### config.mk
export PLATFORM = sky130hd
export DESIGN_NAME = sobol_stream_sched
export DESIGN_NICKNAME = d
export VERILOG_FILES = /design/src/rtl/sobol_stream_sched_pkg.sv /design/src/rtl/sobol_stream_sched_rr_arbiter.sv /design/src/rtl/sobol_stream_sched.sv
export SDC_FILE = /design/constraint.sdc
export NUM_CORES = 1
export LEC_CHECK = 0
export CAP_MARGIN = 25
export CELL_PAD_IN_SITES_DETAIL_PLACEMENT = 1
export CELL_PAD_IN_SITES_GLOBAL_PLACEMENT = 1
export CORE_MARGIN = 4
export CORE_UTILIZATION = 35
export DETAILED_ROUTE_END_ITERATION = 16
export PLACE_DENSITY_LB_ADDON = 0.1
export SYNTH_ARGS = -nofsm -noshare
export SYNTH_HDL_FRONTEND = slang
export SYNTH_SLANG_ARGS = --single-unit
### constraint.sdc
create_clock -name iClk -period 3.85 [get_ports iClk]
set_input_delay 0.77 -clock iClk [delete_from_list [all_inputs] [get_ports iClk]]
set_output_delay 0.77 -clock iClk [all_outputs]
set_load 0.01 [all_outputs]
### src/rtl/sobol_stream_sched_pkg.sv
// Shared definitions for the Sobol stream scheduler: FSM state encoding and width helpers.
package sobol_stream_sched_pkg;

  localparam int unsigned StateW = 2;

  typedef enum logic [StateW-1:0] {
    StIdle  = 2'd0,
    StClear = 2'd1,
    StRun   = 2'd2,
    StDone  = 2'd3
  } state_e;

  // Index width for a pointer over n requesters (at least one bit).
  function automatic int unsigned ptr_width(input int unsigned n);
    return (n > 1) ? $clog2(n) : 1;
  endfunction

endpackage

### src/rtl/sobol_stream_sched_rr_arbiter.sv
// Combinational round-robin arbiter: scans requests starting at iPtr and returns the first
// active requester as a one-hot winner (all zero when nothing is requested).
module rr_arbiter
  import sobol_stream_sched_pkg::*;
#(
  parameter int unsigned NREQ = 4,
  parameter int unsigned PtrW = ptr_width(NREQ)
) (
  input  logic [NREQ-1:0] iReq,
  input  logic [PtrW-1:0] iPtr,
  output logic [NREQ-1:0] oWin
);

  logic [PtrW-1:0] w_idx;
  logic            w_found;

  // Walk the requesters in priority order beginning at the pointer.
  always_comb begin
    oWin    = '0;
    w_idx   = '0;
    w_found = 1'b0;
    for (int unsigned i = 0; i < NREQ; i++) begin
      w_idx = PtrW'((32'(iPtr) + i) % NREQ);
      if (!w_found && iReq[w_idx]) begin
        oWin[w_idx] = 1'b1;
        w_found     = 1'b1;
      end
    end
  end

endmodule

### src/rtl/sobol_stream_sched.sv
// Shares one Sobol RNG among NREQ requesters. Each grant clears the RNG, then streams
// 2^BITWIDTH unary bits (operand > rand) and pulses done on the granted line.
// Optional feature: define SCHED_BACKPRESSURE_EN to stall the stream while iReady is low.
module sobol_stream_sched
  import sobol_stream_sched_pkg::*;
#(
  parameter int unsigned BITWIDTH = 8,
  parameter int unsigned NREQ     = 4
) (
  input  logic                     iClk,
  input  logic                     iRst,
  input  logic [NREQ-1:0]          iReq,
  input  logic [NREQ*BITWIDTH-1:0] iData,
  input  logic [BITWIDTH-1:0]      iRand,
  output logic                     oRngEn,
  output logic                     oRngClr,
  output logic [NREQ-1:0]          oGnt,
  output logic                     oBit,
  output logic                     oValid,
  input  logic                     iReady,
  output logic [NREQ-1:0]          oDone,
  output logic                     oBusy
);

  localparam int unsigned PtrW = ptr_width(NREQ);

  state_e              r_state, w_state_d;
  logic [NREQ-1:0]     r_gnt, w_gnt_d;
  logic [BITWIDTH-1:0] r_op, w_op_d;
  logic [BITWIDTH-1:0] r_cnt, w_cnt_d;
  logic [PtrW-1:0]     r_ptr, w_ptr_d;

  logic [NREQ-1:0]     w_win;
  logic [BITWIDTH-1:0] w_win_op;
  logic [PtrW-1:0]     w_gnt_idx;
  logic [PtrW-1:0]     w_ptr_next;
  logic                w_req_held;
  logic                w_consume;

  rr_arbiter #(
    .NREQ (NREQ),
    .PtrW (PtrW)
  ) u_arb (
    .iReq (iReq),
    .iPtr (r_ptr),
    .oWin (w_win)
  );

`ifdef SCHED_BACKPRESSURE_EN
  assign w_consume = iReady;
`else
  logic w_unused_ready;
  assign w_unused_ready = iReady;
  assign w_consume      = 1'b1;
`endif

  assign oGnt       = r_gnt;
  assign oBusy      = (r_state != StIdle);
  assign w_req_held = |(iReq & r_gnt);
  assign w_ptr_next = (w_gnt_idx == PtrW'(NREQ - 1)) ? '0 : w_gnt_idx + 1'b1;

  // Operand of the arbitration winner and index of the current grant.
  always_comb begin
    w_win_op  = '0;
    w_gnt_idx = '0;
    for (int k = 0; k < int'(NREQ); k++) begin
      if (w_win[k]) w_win_op = iData[k*BITWIDTH +: BITWIDTH];
      if (r_gnt[k]) w_gnt_idx = PtrW'(k);
    end
  end

  // Next-state and output decode; an aborted stream behaves like a silent DONE.
  always_comb begin
    w_state_d = r_state;
    w_gnt_d   = r_gnt;
    w_op_d    = r_op;
    w_cnt_d   = r_cnt;
    w_ptr_d   = r_ptr;
    oRngEn    = 1'b0;
    oRngClr   = 1'b0;
    oValid    = 1'b0;
    oBit      = 1'b0;
    oDone     = '0;
    unique case (r_state)
      StIdle: begin
        if (|iReq) begin
          w_gnt_d   = w_win;
          w_op_d    = w_win_op;
          w_state_d = StClear;
        end
      end
      StClear: begin
        oRngClr = 1'b1;
        w_cnt_d = '0;
        if (!w_req_held) begin
          w_state_d = StIdle;
          w_gnt_d   = '0;
          w_ptr_d   = w_ptr_next;
        end else begin
          w_state_d = StRun;
        end
      end
      StRun: begin
        oValid = 1'b1;
        oBit   = (r_op > iRand);
        oRngEn = w_consume;
        if (!w_req_held) begin
          w_state_d = StIdle;
          w_gnt_d   = '0;
          w_ptr_d   = w_ptr_next;
        end else if (w_consume) begin
          if (&r_cnt) w_state_d = StDone;
          else        w_cnt_d   = r_cnt + 1'b1;
        end
      end
      StDone: begin
        oDone     = r_gnt;
        w_gnt_d   = '0;
        w_ptr_d   = w_ptr_next;
        w_state_d = StIdle;
      end
      default: w_state_d = StIdle;
    endcase
  end

  // State, grant, operand, counter and round-robin pointer registers.
  always_ff @(posedge iClk or posedge iRst) begin
    if (iRst) begin
      r_state <= StIdle;
      r_gnt   <= '0;
      r_op    <= '0;
      r_cnt   <= '0;
      r_ptr   <= '0;
    end else begin
      r_state <= w_state_d;
      r_gnt   <= w_gnt_d;
      r_op    <= w_op_d;
      r_cnt   <= w_cnt_d;
      r_ptr   <= w_ptr_d;
    end
  end

endmodule

Yosys cells after proc, flatten, opt, wreduce, memory -nomap -nowiden
Index checks and enable logic that the tools add are counted.
{"block": "op_classes", "n_addsub": 5, "order_cmp": 9, "eq_ne": 9, "n_mux": 48, "bitwise_logic": 4, "reduce_logical": 23}
{"cell": "$mux W8", "count": 6}
{"cell": "$mux W4", "count": 7}
{"cell": "$mux W2", "count": 8}
{"cell": "$pmux W8 S2", "count": 1}
{"cell": "$mux W1", "count": 15}
{"cell": "$lt A2 B3 Y1 const B", "count": 4}
{"cell": "$or A4 B4 Y4", "count": 3}
{"cell": "$pmux W4 S3", "count": 1}
{"cell": "$add A8 B1 Y8 const B", "count": 1}
{"cell": "$bmux W1 S2", "count": 4}
{"cell": "$demux W1 S2", "count": 4}
{"cell": "$ge A2 B1 Y1 const B", "count": 4}
{"cell": "$gt A8 B8 Y1", "count": 1}
{"cell": "$ne A2 B2 Y1 const B", "count": 4}
{"cell": "$pmux W2 S4", "count": 1}
{"cell": "$reduce_and A2 Y1", "count": 4}
{"cell": "$reduce_and A8 Y1", "count": 1}
{"cell": "$reduce_or A4 Y1", "count": 2}
{"cell": "$logic_and A1 B1 Y1", "count": 7}
{"cell": "$eq A2 B2 Y1 const B", "count": 3}
{"cell": "$reduce_bool A2 Y1", "count": 3}
{"cell": "$add A2 B1 Y2 const B", "count": 2}
{"cell": "$add A2 B2 Y2 const B", "count": 2}
{"cell": "$and A4 B4 Y4", "count": 1}
{"cell": "other kinds (7)", "count": 9}
{"block": "totals", "ff_bits": 24, "in_bits": 47, "wordCells": 103}

Logic depth before layout (Yosys ltp)
Gate-level depths: netlist (run 1).
{"block": "depth", "word_depth": 16, "ltp_mapped": 11, "ltp_nobuf": 8}

Cells and area by module
A second synthesis (run 1) with hierarchy kept.
{"block": "unflattened", "cells_unflattened": 226, "hier_area_um2": 2001.9}
{"mod": "sobol_stream_sched", "instances": 1, "cells_each": 190, "area_per_inst_um2": 1664.1, "seq_area_each_um2": 600.6}
{"mod": "rr_arbiter", "instances": 1, "cells_each": 36, "area_per_inst_um2": 337.8, "seq_area_each_um2": 0.0}

Worst setup path after synthesis (run 1)
Ideal clock, no wire load.
{"block": "synth_path", "path_type": "register to register", "start": "register r_ptr[0]", "end": "register r_op[0]", "setup_time_ps": 147, "arrival_ps": 2678, "path_slack_ps": 1025, "path_stages_with_launch": 11, "path_buffers": 2, "cell_sequence": "dfrtp_1 buf_2 inv_1 ha_1 mux4_2 a21oi_1 nor3_1 a221o_2 buf_6 nor4b_4 a311oi_1"}
{"block": "synth_between", "elab_chain_cells": 16, "word_cells_on_any_way": 51, "classes_between": "add/sub (3); order compare (8); mux (27); bitwise (3); reduce/logical (10)"}
{"element": "from (decl)", "line": "sobol_stream_sched.sv:31", "rtl": "logic [PtrW-1:0] r_ptr, w_ptr_d;"}
{"element": "from (signal assigned)", "line": "sobol_stream_sched.sv:139", "rtl": "r_ptr <= w_ptr_d;"}
{"element": "parallel branches: the longest is 11 deep, another holds $lt A2 B3 Y1"}
{"element": "$mux W4 (*)", "line": "sobol_stream_sched_rr_arbiter.sv:24", "rtl": "if (!w_found && iReq[w_idx]) begin"}
{"element": "$mux W8 (3 in a row)", "line": "sobol_stream_sched.sv:67", "rtl": "if (w_win[k]) w_win_op = iData[k*BITWIDTH +: BITWIDTH];"}
{"element": "$mux W8 (*)", "line": "sobol_stream_sched.sv:67"}
{"element": "to (signal assigned)", "line": "sobol_stream_sched.sv:137", "rtl": "r_op <= w_op_d;"}
{"element": "to (decl)", "line": "sobol_stream_sched.sv:29", "rtl": "logic [BITWIDTH-1:0] r_op, w_op_d;"}
Every way passes the cells marked *. The select of a mux whose other input is x is not followed.
A chain may end at the register's enable or synchronous reset.

Worst setup path after layout (run 1)
{"block": "layout_path", "start": "input iRand[1]", "end": "output oBit"}
{"block": "layout_between", "elab_chain_cells": 2}
{"element": "from (decl)", "line": "sobol_stream_sched.sv:14", "rtl": "input logic [BITWIDTH-1:0] iRand,"}
{"element": "$gt A8 B8 Y1", "line": "sobol_stream_sched.sv:105", "rtl": "oBit = (r_op > iRand);"}
{"element": "$mux W1", "line": "sobol_stream_sched.sv:84", "rtl": "unique case (r_state)"}
{"element": "to (decl)", "line": "sobol_stream_sched.sv:18", "rtl": "output logic oBit,"}
No other way between the ends.

==> metrics.txt, run 1 <==
final core occ 0.493; largest family of logic cells by synthesized area simple AND/OR/NAND/NOR gates; Sw Share 0.464; maxcap violations 0; DP Worst Slack ~0.32 ns; P&R area growth vs syn 34.0%; FF+latch count, synth 24; Pint 907 uW; share of cells above drive strength 1 0.0724; post-synthesis simple-gate area fraction 0.269; Seq/Total Area, Yosys 0.290; vias in the first global route 1,992; Placed Cells about 360; Crit Reg-Reg Startpoint r_ptr[1]; initial core utilization 0.368; Post-synth ARST share 1.00; setup TNS 0 ns; Cell Count, Final, Fillers Out 362; warnings from Yosys 0; Synth Area in XOR/XNOR 0.0253; H-tree Lvls 1; root buffer cell clkbuf_8; period utilisation layout 0.919; Via density about 5.3; multiplexer share of the synthesized area 0.0344; TritonCTS buffer count 3; via count 1,914; final wirelength 5.94 mm; Final HPWL DP 4.56 mm; final count of hold timing violations 0; Synth area leader dfrtp_1; count of different cell masters after synthesis 50; NetSw between 700 and 800 uW; number of flops mapped to enable cells by yosys 0; post-synth design cell area 0.00207 mm2; critical path data required time 3.08 ns; Hold Path Class flop to flop; # hold bufs at CTS 0; Clock Path Buffers 2; final setup margin 0.314 ns; P per Cell Area 608 mW/mm2; status completed; critical path startpoint iRand[1]; cells after synthesis 234; fraction of the mapped netlist area in compound gates 0.188; gp weighted congestion just under 0.8; fillcell total 672; DRT iter0 DRCs 15; achievable clock frequency between 0.2 and 0.3 GHz; Setup CP Type primary input to primary output; Top Ports 60; post-route ant nets 0; slew margin rel. 0.461; Crit Path Max Fanout 2; GRT overflow 0; GRT Total Usage 0.169; std cell rows 27; DP Area 0.00270 mm2; Pre-antenna DRT Iters 4; Post-synth top cells dfrtp_1, ha_1, inv_1, nor2_1, nand2_1; post-CTS setup buffer count 0; Die Wd 85.0 um; initial antenna violation count 0; register clock-pin slew on the reported worst setup and hold paths 0.09 ns; power share of the clock group 0.107; Synth area leaders dfrtp_1, ha_1, inv_1, nor2_1, a311oi_1; hold path start r_cnt[5]; Slew @ Worst Pin about 0.8 ns; final routed DRC violation total 0; Synth top area share 0.290; die area 0.00722 mm2; CP Launch Type primary input; Setup violations, final 0; sequential share of power 0.233; Die Height 85.0 um; Leakage ~1.2 nW; Pins Over Slew Limit 0; Net Count, Synth 301; largest net degree at the start of global routing 25; Clock Sinks 24; Worst-Skew Late Latency roughly 0.27 ns; first-pass GRT wire length between 9 and 10 mm; Main synth FF type dfrtp_1; Worst Path Arrival 2.77 ns; adder-cell area share of the yosys netlist 0.121; Buffers on Ports 58; RSZ-0062 raised after global routing false; Design Area, Final 0.00278 mm2; Peak supply drop ~220 uV; final net count 358; diodes inserted 0; mean area per synthesized cell around 8.9 um2; minimum clock period 3.54 ns; crit end category primary output; Layout Skew 0.00206 ns; CTS resizes 0; most frequent cell after synthesis dfrtp_1; CTS tree done; Routed wire per std cell 16.4 um; Comb pwr share 0.660; core area approximately 0.0056 mm2
==> final cells by class <==
class                           count  area [um2]  area share
Tap cell                           72        90.1      0.0324
Timing Repair Buffer               63         638       0.230
Sequential cell                    24         601       0.216
Multi-Input combinational cell    179        1320       0.475
Clock buffer                        4        55.1      0.0198
Inverter                           20        75.1      0.0270
==> critical path: stages <==
cell,delay [ns]
clkdlybuf4s50_1,0.46
inv_1,0.04
ha_1,0.30
nor2b_1,0.13
o21ai_0,0.15
nand2b_1,0.09
a21oi_1,0.14
o21ai_0,0.08
o211a_1,0.13
clkdlybuf4s50_1,0.47
==> cell families (layout without fill, tap and decap cells) <==
logic type,count (synthesis),after routing
and+or+nand+nor,101,101
AOI/OAI and AO/OA,49,49
buffers and inverters,31,87
DFF,24,24
adders and majority gates,20,20
xor gates and xnor gates,6,6
muxes,3,3
==> metal layers <==
layer / share of wire / track usage
met1: 0.49 / 0.235
met2: 0.45 / 0.275
met3: 0.052 / 0.0262
met4: 0.0077 / 0.0374
met5: 0 / 0
==> power groups by stage <==
stage                     Combinational [mW]  Sequential (mW)  Clock, mW
after floorplan                        0.843            0.387          0
after CTS                               1.13            0.395      0.189
after global placement                  1.11            0.396          0
after detailed placement                1.13            0.400          0
final                                   1.12            0.395      0.181
after global routing                    1.26            0.409      0.198
==> path summary, 6_finish.rpt <==
kind                       cells after the start  endpoint  slack (ns)
max                                           10      oBit        0.31
max reg2reg                                    8   r_op[2]        0.63
max in group asynchronous                      3  r_ptr[0]        2.60
min in group asynchronous                      2   oGnt[2]        0.81
min reg2reg                                    2  r_cnt[5]        0.56
min                                            2  r_cnt[5]        0.56
==> through the flow <==
stage	hold slack [ns]	total power [mW]
2_1_floorplan	0.502	1.23
3_3_place_gp	0.527	1.51
3_5_place_dp	0.531	1.53
4_1_cts	0.554	1.71
5_1_grt	0.591	1.87
6_report	0.556	1.69
==> placed cells by master, fill, tap and decap left out, types with 4 or more instances in the layout <==
master	synthesis	routed
nand4_1	7	7
ha_1	20	20
o2bb2ai_1	7	7
nor2_1	20	20
and2_1	4	4
buf_4	2	4
o21ai_0	9	9
clkbuf_8	0	4
nor4_1	9	9
nand2_1	18	18
clkdlybuf4s50_1	0	58
dfrtp_1	24	24
xor2_1	4	4
a21oi_1	8	8
nand2b_1	11	11
a311oi_1	8	8
inv_1	20	20
nand3_1	12	12
==> flip-flops by register name, indices dropped and copies added, names as in the netlist <==
register  flops
r_state       2
r_op          8
r_ptr         2
oGnt          4
r_cnt         8
(Power assumes the default switching activity.)
==> run 2, diff against run 1 <==
Settings changed: CORE_UTILIZATION 35 to 38.
Clock period 3.85 ns to 4.55 ns, I/O delays scaled along.
==> run 2 against run 1 <==
Setup slack improved by 0.41 ns. Total power decreased by 12%. Register-to-register slack improved by 0.43 ns. Cell area increased by 0.22%. Critical path depth unchanged. Core utilization increased by 4.3 points. Clock power increased by 6%. Die area decreased by 7.2%.
==> metrics.txt, run 2 (synthesis gave the netlist of run 1 again) <==
Placed Cells 355 (-0.56%); initial core utilization 0.399 (+0.0308); Design Area, Final 0.00279 mm2 (+0.22%); post-route ant nets 0 (unchanged); post-CTS setup buffer count 0 (unchanged); Die Height 81.9 um (-3.6%); max layer used met4; Die Wd 81.9 um (-3.6%); Cell Count, Final, Fillers Out 359 (-0.83%); Leakage 1.17 nW (+0.22%); Met2 Routed Length 2.97 mm (+11%); share of cells above drive strength 1 0.0692 (-0.00321); Top Ports 60 (unchanged); core area 0.00520 mm2 (-7.7%); diodes inserted 0 (unchanged); status completed; most common cell after layout, fill and taps aside clkdlybuf4s50_1; GRT Total Usage 0.199 (+0.0307); CTS resizes 0 (unchanged); DRT iter0 DRCs 70 (+55); largest net degree at the start of global routing 19 (-24%); Worst-Skew Late Latency 0.27 ns (about the same); Crit Path Max Fanout 2 (unchanged); critical path data required time 3.64 ns (+0.56 ns); Via density 5.59 (+5.7%); final count of hold timing violations 0 (unchanged); via count 2,006 (+4.8%); Setup CP Type primary input to primary output; TritonCTS buffer count 3 (unchanged); achievable clock frequency 0.261 GHz; Worst Path Arrival 2.92 ns (+0.15 ns); Hold Path Class flop to flop; vias in the first global route 2,089 (+4.9%); most frequent cells in the layout clkdlybuf4s50_1, dfrtp_1, nor2_1, inv_1, ha_1; Setup violations, final 0 (unchanged); CP Launch Type primary input; slew margin rel. 0.478 (+0.0168); DP Worst Slack 0.724 ns (+0.408 ns); initial antenna violation count 0 (unchanged); RSZ-0062 raised after global routing false; minimum clock period 3.83 ns; period utilisation layout 0.841; DP Area 0.00272 mm2 (+0.65%); Pre-antenna DRT Iters 4 (unchanged); final routed DRC violation total 0 (unchanged); Final HPWL DP 4.86 mm (+6.7%); WL met1 2.99 mm (+2.4%); Buffers on Ports 58 (unchanged); Clock Path Buffers 2 (unchanged); final net count 357 (-0.28%); Slew @ Worst Pin 0.783 ns (-0.0244 ns); register clock-pin slew on the reported worst setup and hold paths 0.09 ns (about the same); die area 0.00671 mm2 (-7.2%); final wirelength 6.37 mm (+7.2%); H-tree Lvls 1 (unchanged); Layout Skew 0.000882 ns (-0.00118 ns); # hold bufs at CTS 0 (unchanged); crit end category primary output; gp weighted congestion 0.809 (+3.6%); std cell rows 26 (-3.7%); Clock Sinks 24 (unchanged); P&R area growth vs syn 34.3%; final setup margin 0.722 ns (+0.408 ns); GRT overflow 0 (unchanged); Routed wire per std cell 17.7 um (+8.1%); Peak supply drop 315 uV (+42%); P per Cell Area 535 mW/mm2 (-12%); maxcap violations 0 (unchanged); setup TNS 0 ns (unchanged); Pins Over Slew Limit 0 (unchanged); root buffer cell clkbuf_8; first-pass GRT wire length 10.3 mm (+3.4%); Met3 Routed Length 315 um (+2.6%); CTS tree done
run 2: cell count changes in the layout (fill, tap and decap cells not counted), sizes merged:
cell / previous run / this run
bufinv: 0 / 1
buf: 5 / 4
clkbuf: 4 / 3
run 2: layout make-up:
type | instances | area, um2
Multi-Input combinational cell | 179 | 1320
Timing Repair Buffer | 62 | 631
Fill cell | 608 | 2420
Inverter | 20 | 75.1
Tap cell | 70 | 87.6
Clock inverter | 1 | 30.0
Clock buffer | 3 | 41.3
Sequential cell | 24 | 601
run 2: path summary, 6_finish.rpt:
kind                            slack [ns]        to      from  depth (start not counted)
min in group asynchronous             0.97  r_cnt[5]      iRst                          2
worst min register to register        0.56  r_cnt[5]  r_cnt[5]                          2
max in group asynchronous             3.14  r_cnt[7]      iRst                          3
worst max register to register        1.06   r_op[7]  r_ptr[0]                          8
worst max-delay path                  0.72      oBit  iRand[1]                         10
worst min-delay path                  0.56  r_cnt[5]  r_cnt[5]                          2
run 2: power by group:
group	leakage [nW]	internal [mW]	switching (mW)
Combinational	0.827	0.404	0.547
Sequential	0.308	0.281	0.0678
Clock	0.0357	0.118	0.0747
run 2: layer usage:
metal / global-route usage / vias up
met5: 0 / -
met4: 0.0565 / 0
met3: 0.0395 / 9
met2: 0.330 / 47
met1: 0.263 / 977
li1: - / 973
run 2: worst max-delay path, cell delays in order:
cell and delay, ns:
clkdlybuf4s50_1 0.46, inv_1 0.05, ha_1 0.30, nor2b_1 0.13
o21ai_0 0.15, nand2b_1 0.07, a21oi_1 0.15, o21ai_0 0.09
o211a_1 0.13, clkdlybuf4s50_1 0.47
run 2: stage by stage:
stage	hold WS (ns)	util	total power, mW
6_report	0.564	0.535	1.49
5_1_grt	0.604	0.535	1.62
4_1_cts	0.571	0.535	1.50
3_5_place_dp	0.543	0.522	1.30
3_3_place_gp	0.527	0.516	1.27
2_1_floorplan	0.502	-	1.04
==> edit (flow settings as in run 2) <==
`NREQ` is set to 4 in 2 places; all go to 5.
--- a/src/rtl/sobol_stream_sched_rr_arbiter.sv
+++ b/src/rtl/sobol_stream_sched_rr_arbiter.sv
@@ -5,3 +5,3 @@
 #(
-  parameter int unsigned NREQ = 4,
+  parameter int unsigned NREQ = 5,
   parameter int unsigned PtrW = ptr_width(NREQ)
--- a/src/rtl/sobol_stream_sched.sv
+++ b/src/rtl/sobol_stream_sched.sv
@@ -7,3 +7,3 @@
   parameter int unsigned BITWIDTH = 8,
-  parameter int unsigned NREQ     = 4
+  parameter int unsigned NREQ     = 5
 ) (
Ports: changed (resized iData, iReq, oDone and oGnt); port bits go from 60 to 71. The function was not compared with the original's and may differ.
==> edit against run 2 <==
  * Maximum frequency decreased by 12%
  * Sequential cell count grew 2
  * Count of clock-buffer cells in the layout unchanged
  * Routed wire length rose by 110%
  * Synthesized cell count up 110%
  * Worst setup slack worse by 0.52 ns
  * Cell area rose by 90%
  * First-iteration DRC count rose by 120%
  * Synthesized area is 86% higher
  * Via count rose by 110%
  * Clock skew is 0.0034 ns higher
  * Largest cell class unchanged
  * Highest routed layer unchanged
Power is not shown: default switching activity piles up to over one toggle a cycle in this logic, so the estimate is an artifact.
==> edit: results (changes against run 2) <==
| Metric | Value |
|---|---|
| Share of cells above drive strength 1 | 0.205 (was 0.0692) |
| Synthesis-to-finish area growth | 37.0% (was 34.3%) |
| Nets | 679 (was 357) |
| Worst Skew | 0.00429 ns (was 0.000882 ns) |
| Total track usage | 0.226 (was 0.199) |
| Critical path peak fanout | 8 (was 2) |
| GRT met1 Usage | 0.292 (was 0.263) |
| Buffering overhead | 0.209 (was 0.226) |
| R2R Setup Slk | 0.20 ns (was 1.06 ns) |
| Synth cell types | 81 (was 50) |
| Hold Crit Start | r_cnt[6]$_DFFE_PP0P_ (was r_cnt[5]$_DFFE_PP0P_) |
| CTS resizes | 3 (was 0) |
| Least-Margin Pin Slew | 0.709 ns (was 0.783 ns) |
| Crit. End Element | flop (was primary output) |
| Vias in the first global route | 4523 (was 2089) |
| DR iter-0 viols | 152 (was 70) |
| Fraction of area in registers | 0.123 (was 0.216) |
| FF-to-FF End | r_op[5]$_DFFE_PP0P_ (was r_op[7]$_DFFE_PP0P_) |
| Arr. time, crit path | 4.51 ns (was 2.92 ns) |
| Hold Path End | r_cnt[6]$_DFFE_PP0P_ (was r_cnt[5]$_DFFE_PP0P_) |
| Reg area | 651 um2 (was 601 um2) |
| CP top delay family | compound AO/OA/AOI/OAI gates (was buffers and inverters) |
| Area after detailed placement | 5070 um2 (was 2720 um2) |
| Post-CTS Setup Bufs | 2 (was 0) |
| FILL cells | 1185 (was 608) |
| RD Place Congestion | 0.873 (was 0.809) |
| Synth top area cells | dfrtp_1 17%, ha_1 12%, mux2i_1 5.7%, inv_1 4.3%, nand2_1 3.4% (was dfrtp_1 29%, ha_1 12%, inv_1 3.6%, nor2_1 3.6%, a311oi_1 3.4%) |
| R2r startpoint | r_ptr[1]$_DFFE_PP0P_ (was r_ptr[0]$_DFFE_PP0P_) |
| Worst setup SP type | flop (was input port) |
| Dpl hpwl | 10.7 mm (was 4.86 mm) |
| Fraction of area in multi-input gates | 0.587 (was 0.474) |
| Nonclk inv count | 48 (was 20) |
| First-pass GRT wire length | 21.7 mm (was 10.3 mm) |
| Met2 global-route usage | 0.390 (was 0.330) |
| Post-Syn Nets | 583 (was 301) |
| Status | finished, final reports clean (unchanged) |
| Number of non-clock buffers | 121 (was 62) |
| Metal-1 WL | 5.99 mm (was 2.99 mm) |
| Largest net degree at the start of global routing | 36 (was 19) |
| Port buffer count | 69 (was 58) |
[edit: changes by cell type in the layout (fill, tap and decap cells not counted), moves of 12 or more]
cell	change
buf_4	+47
inv_1	+22
mux2i_1	+21
nand2_1	+17
nor3_1	+16
a21oi_1	+13
nor2_1	+12
[edit: stage by stage]
step / setup WS [ns] / instances / util
after floorplan: 0.00360 / 490 / -
after global placement: -0.199 / 707 / 0.510
after detailed placement: -0.0892 / 709 / 0.514
after CTS: 0.0395 / 715 / 0.524
after global routing: -0.0329 / 718 / 0.537
final: 0.202 / 718 / 0.537
[edit: kinds of logic (layout without fill, tap and decap cells)]
group | Yosys count | after routing | share of synthesized area
simple gates | 165 | 165 | 0.226
mux | 26 | 26 | 0.0744
compound gates | 147 | 147 | 0.287
buf+inv | 78 | 173 | 0.0883
flops | 26 | 26 | 0.168
fa+ha+maj | 37 | 37 | 0.122
xor+xnor | 11 | 11 | 0.0346
